**config.mk**
```make
export PLATFORM = sky130hd
export DESIGN_NAME = uart_tx_arbiter
export DESIGN_NICKNAME = d
export VERILOG_FILES = /design/src/rtl/uart_tx_arbiter.sv
export SDC_FILE = /design/constraint.sdc
export NUM_CORES = 1
export LEC_CHECK = 0
export ABC_AREA = 1
export BUFFER_PORTS_ARGS = -buffer_cell sky130_fd_sc_hd__buf_2
export CAP_MARGIN = 10
export CORE_ASPECT_RATIO = 0.6
export CORE_UTILIZATION = 49
export CTS_CLUSTER_DIAMETER = 100
export DETAILED_ROUTE_END_ITERATION = 8
export GPL_ROUTABILITY_DRIVEN = 0
export HOLD_SLACK_MARGIN = 0.15
export MAX_ROUTING_LAYER = met4
export PLACE_DENSITY = 0.95
export SLEW_MARGIN = 20
export SYNTH_ARGS = -nofsm -noshare
export SYNTH_HDL_FRONTEND = slang
export SYNTH_SLANG_ARGS = --single-unit
```
**constraint.sdc**
```tcl
create_clock -name CLK -period 2.8 [get_ports CLK]
set_input_delay 0.42 -clock CLK [delete_from_list [all_inputs] [get_ports CLK]]
set_output_delay 0.42 -clock CLK [all_outputs]
set_load 0.1 [all_outputs]
```
**src/rtl/uart_tx_arbiter.sv**
```systemverilog
// Round-robin, packet-locked sharing of the uart_fifo transmit port among four byte-stream requesters.
// Define UART_TX_ARB_LOCK_TIMEOUT_EN to force-release a lock whose owner goes quiet mid-packet.
module uart_tx_arbiter #(
  parameter int unsigned NUM_REQ        = 4,
  parameter int unsigned TIMEOUT_CYCLES = 255
) (
  input  logic        CLK,
  input  logic        RESET,
  input  logic [3:0]  req_valid,
  input  logic [31:0] req_data,
  input  logic [3:0]  req_last,
  output logic [3:0]  req_ready,
  input  logic        tx_fifo_full,
  output logic [7:0]  tx_byte,
  output logic        transmit,
  output logic [1:0]  owner,
  output logic        locked,
  output logic        lock_timeout
);

  localparam int unsigned IDX_W  = 2;
  localparam int unsigned BYTE_W = 8;
  localparam int unsigned CNT_W  = 16;

  // The port widths are fixed for four requesters and the counter is 16 bits wide.
  if (NUM_REQ != 4 || TIMEOUT_CYCLES < 1 || TIMEOUT_CYCLES > 65535) begin : g_bad_param
    $error("uart_tx_arbiter: NUM_REQ must be 4 and TIMEOUT_CYCLES must be 1..65535");
  end

  typedef enum logic {IDLE, LOCKED} state_t;

  state_t             state_q, state_d;
  logic [IDX_W-1:0]   owner_d;
  logic [IDX_W-1:0]   rr_ptr_q, rr_ptr_d;
  logic [IDX_W-1:0]   winner, cand;
  logic               found;
  logic               accept;
  logic [BYTE_W-1:0]  owner_byte;

`ifdef UART_TX_ARB_LOCK_TIMEOUT_EN
  logic [CNT_W-1:0]   idle_cnt_q, idle_cnt_d;
  logic               timeout_d;
`endif

  assign owner_byte = req_data[{owner, 3'b000} +: BYTE_W];

  // First valid requester at or after rr_ptr, modulo 4.
  always_comb begin
    winner = rr_ptr_q;
    found  = 1'b0;
    cand   = '0;
    for (int k = 0; k < 4; k++) begin
      cand = rr_ptr_q + IDX_W'(k);
      if (!found && req_valid[cand]) begin
        winner = cand;
        found  = 1'b1;
      end
    end
  end

  // State register plus the registered transmit datapath.
  always_ff @(posedge CLK) begin
    if (RESET) begin
      state_q  <= IDLE;
      owner    <= '0;
      rr_ptr_q <= '0;
      locked   <= 1'b0;
      transmit <= 1'b0;
      tx_byte  <= '0;
    end else begin
      state_q  <= state_d;
      owner    <= owner_d;
      rr_ptr_q <= rr_ptr_d;
      locked   <= (state_d == LOCKED);
      transmit <= accept;
      tx_byte  <= accept ? owner_byte : 8'h00;
    end
  end

`ifdef UART_TX_ARB_LOCK_TIMEOUT_EN
  always_ff @(posedge CLK) begin
    if (RESET) begin
      idle_cnt_q   <= '0;
      lock_timeout <= 1'b0;
    end else begin
      idle_cnt_q   <= idle_cnt_d;
      lock_timeout <= timeout_d;
    end
  end
`else
  assign lock_timeout = 1'b0;
`endif

  // Next-state: arbitrate in IDLE, release on an accepted last byte (or on a stalled owner).
  always_comb begin
    state_d  = state_q;
    owner_d  = owner;
    rr_ptr_d = rr_ptr_q;
`ifdef UART_TX_ARB_LOCK_TIMEOUT_EN
    idle_cnt_d = idle_cnt_q;
    timeout_d  = 1'b0;
`endif
    unique case (state_q)
      IDLE: begin
`ifdef UART_TX_ARB_LOCK_TIMEOUT_EN
        idle_cnt_d = '0;
`endif
        if (found) begin
          state_d = LOCKED;
          owner_d = winner;
        end
      end
      LOCKED: begin
        if (accept) begin
`ifdef UART_TX_ARB_LOCK_TIMEOUT_EN
          idle_cnt_d = '0;
`endif
          if (req_last[owner]) begin
            state_d  = IDLE;
            rr_ptr_d = owner + IDX_W'(1);
          end
        end
`ifdef UART_TX_ARB_LOCK_TIMEOUT_EN
        // Only an absent owner counts; a full-FIFO stall with the owner valid does not.
        else if (!req_valid[owner]) begin
          if (idle_cnt_q >= CNT_W'(TIMEOUT_CYCLES - 1)) begin
            state_d    = IDLE;
            rr_ptr_d   = owner + IDX_W'(1);
            idle_cnt_d = '0;
            timeout_d  = 1'b1;
          end else if (idle_cnt_q != '1) begin
            idle_cnt_d = idle_cnt_q + CNT_W'(1);
          end
        end
`endif
      end
      default: state_d = IDLE;
    endcase
  end

  // Accept handshake; transmit high blocks back-to-back accepts, giving one byte per two cycles.
  always_comb begin
    accept    = 1'b0;
    req_ready = '0;
    if (state_q == LOCKED && !RESET) begin
      accept = req_valid[owner] & ~tx_fifo_full & ~transmit;
    end
    if (accept) begin
      req_ready = 4'b0001 << owner;
    end
  end

endmodule

```
==> results.py <==
metrics = {
    "route": {
        "dr.pass1.iters": 4,
        "drtIter0Drc": 112,
        "viasPerCell": 4.918,
        "drt_wl_total_um": 3215,
        "vias": 1382,
        "avgRoutedWirePerCell_um": 11.44,
        "final_antenna_net_count": 0,
        "drc_errors": 0,
    },
    "timing": {
        "post-route-period-util": 0.8654,
        "hold_viol": 0,
        "period_minus_slack_ps": 2423,
        "fin_skew_ps": 4.357,
        "setup_viol": 0,
        "max_freq_mhz": 412.7,
        "rsz0062_at_grt": "no",
        "final_max_slew_viol_count": 0,
        "fin_setup_tns_ps": 0,
    },
    "global_routing": {
        "antenna_found_initial": 0,
        "grt_start_max_net_pins": 23,
        "grt_pass1_vias": 991,
        "grt.overflow.total": 0,
        "grt_usage": 0.2583,
        "grt_pass1_wl_um": 4685,
    },
    "setup_path": {
        "r2r.worst_path.cells": 11,
        "crit_fanout": 14,
        "crit_path_end_kind": "primary output",
        "arrival_ps": 2000,
        "startpoint_type": "register",
        "regToRegSetupSlack_ps": 1050,
        "criticalPathCategory": "register to primary output",
        "crit_required_ps": 2380,
    },
    "clocking": {
        "postCtsHoldBufs": 0,
        "cts-root-buf": "clkbuf_8",
        "cts_num_sinks": 14,
        "cts_tree": "built",
        "clk_latency_ps": 250,
        "cts.repair.resized": 0,
        "ctsLongestPathBuffers": 2,
        "post-cts-setup-buffers": 0,
        "numCtsBuffers": 3,
        "clkTransAtPathRegs_ps": 60,
        "cts_max_level": 1,
    },
    "finish": {
        "drive_above_1_share": 0.3466,
        "final_cell_mix": "buf_2, nand2_1, nor2_1",
        "area.growth.synth_to_final_pct": 29.87,
        "antenna_cells": 0,
        "layout_commonest_cell": "buf_2",
        "nets": 300,
    },
    "power_and_ir_drop": {
        "power_mw": 0.6969,
        "powerDensity_nw_per_um2": 459.2,
        "leakage_nw": 0.8310,
        "max-vdd-ir-drop_uv": 413.9,
    },
    "logic_synthesis": {
        "avgSynthCellArea_um2": 5.962,
        "synth_area_um2": 1169,
        "synth_edf_count": 0,
        "synth_top_area_share": 0.2398,
        "synth_flop_cell": "dfxtp_1",
        "synthTopCellsByArea": "dfxtp_1, nand2_1, nor2_1",
        "synth_cell_type_count": 26,
        "syn-num-nets": 243,
        "yosys.area.top_type": "dfxtp_1",
        "syn_inst": 196,
        "synthArstFlopShare": 0,
        "ys_seq_elements": 14,
        "ys_seq_area_frac": 0.2398,
        "yosys_warnings": 0,
    },
    "status": {
        "status": "completed",
    },
    "job": {
        "cap_violations": 0,
    },
    "placement": {
        "io_buffers": 58,
        "post-dp-hpwl_um": 2438,
    },
    "floorplanning": {
        "io_pins": 60,
        "design.die.area_um2": 2591,
        "initial_utilization": 0.5283,
        "die_w_um": 65.05,
        "die_height_um": 39.83,
        "coreArea_um2": 2212,
        "rows": 13,
    },
    "worst_hold_path": {
        "hold_class": "input pin to register",
        "whs_path_depth": 2,
    },
}
-- state kept, by name, indices dropped and copies added (netlist names) --
| signal | count |
|---|---|
| transmit | 1 |
| owner | 2 |
| rr_ptr_q | 2 |
| tx_byte | 8 |
| state_q | 1 |
-- worst max-delay path: stages (launching register included) --
cell and delay, ps:
dfxtp_1 330, buf_4 190, inv_1 80, o21ai_0 80
o22ai_1 100, inv_1 70, nor2_2 120, inv_1 230
nor2_2 130, buf_2 430
-- cell families (layout without fill, tap and decap cells) --
family,Yosys count,count (layout),share of synthesized area
simple gates,111,111,0.4293
other cells,1,1,0.003209
compound gates,37,37,0.1681
fa+ha+maj,4,4,0.04283
buf+inv,28,83,0.1092
xor+xnor,1,1,0.007496
flops,14,14,0.2398
-- cell type report --
cell class | count | area (um^2)
well taps | 30 | 37.54
clock buffers | 3 | 41.29
multi-input cells | 154 | 770.7
inverters | 18 | 67.56
flip-flops and latches | 14 | 280.3
repair buffers | 62 | 320.3
fillers | 199 | 694.4
-- power by group --
| part | internal (mW) | switching, mW | total (mW) |
|---|---|---|---|
| Combinational | 0.0915 | 0.214 | 0.305 |
| Clock | 0.0954 | 0.0748 | 0.170 |
| Sequential | 0.210 | 0.0115 | 0.221 |
| Total | 0.397 | 0.300 | 0.697 |
-- per-layer routing --
metal	track usage	vias to the layer above	share of wire
met3	0.08721	0	0.078
met1	0.3721	603	0.49
met4	0.03261	0	0
li1	-	726	-
met5	-	-	0
met2	0.3438	53	0.43
-- through the flow --
step                instance area (um^2)  hold slack (ps)    util  cells  worst slack [ps]
global placement                    1476            489.4  0.6674    278             690.0
finish                              1518            353.7  0.6861    281             376.8
global route                        1518            360.9  0.6861    281             242.1
detailed placement                  1476            482.5  0.6674    278             630.5
floorplan                           1179            482.4       -    196            -303.2
CTS                                 1518            350.8  0.6861    281             386.7
-- cells in the mapped netlist, types with 2 or more instances --
library cell and n:
a21oi_1 13, nand3_1 11, nor2_1 43, buf_2 6, ha_1 4, nand2_4 2, nand2_1 45, o21ai_1 2
o21ai_0 18, inv_1 14, dfxtp_1 14, buf_4 2, inv_2 4, nand2_2 6
-- worst paths after layout --
path	startpoint	end
worst min-delay path	RESET	owner[1]
worst min register to register	state_q	state_q
worst max-delay path	owner[1]	req_ready[0]
worst max register to register	rr_ptr_q[0]	owner[1]
Note: power is estimated with default switching activity, not from simulation.
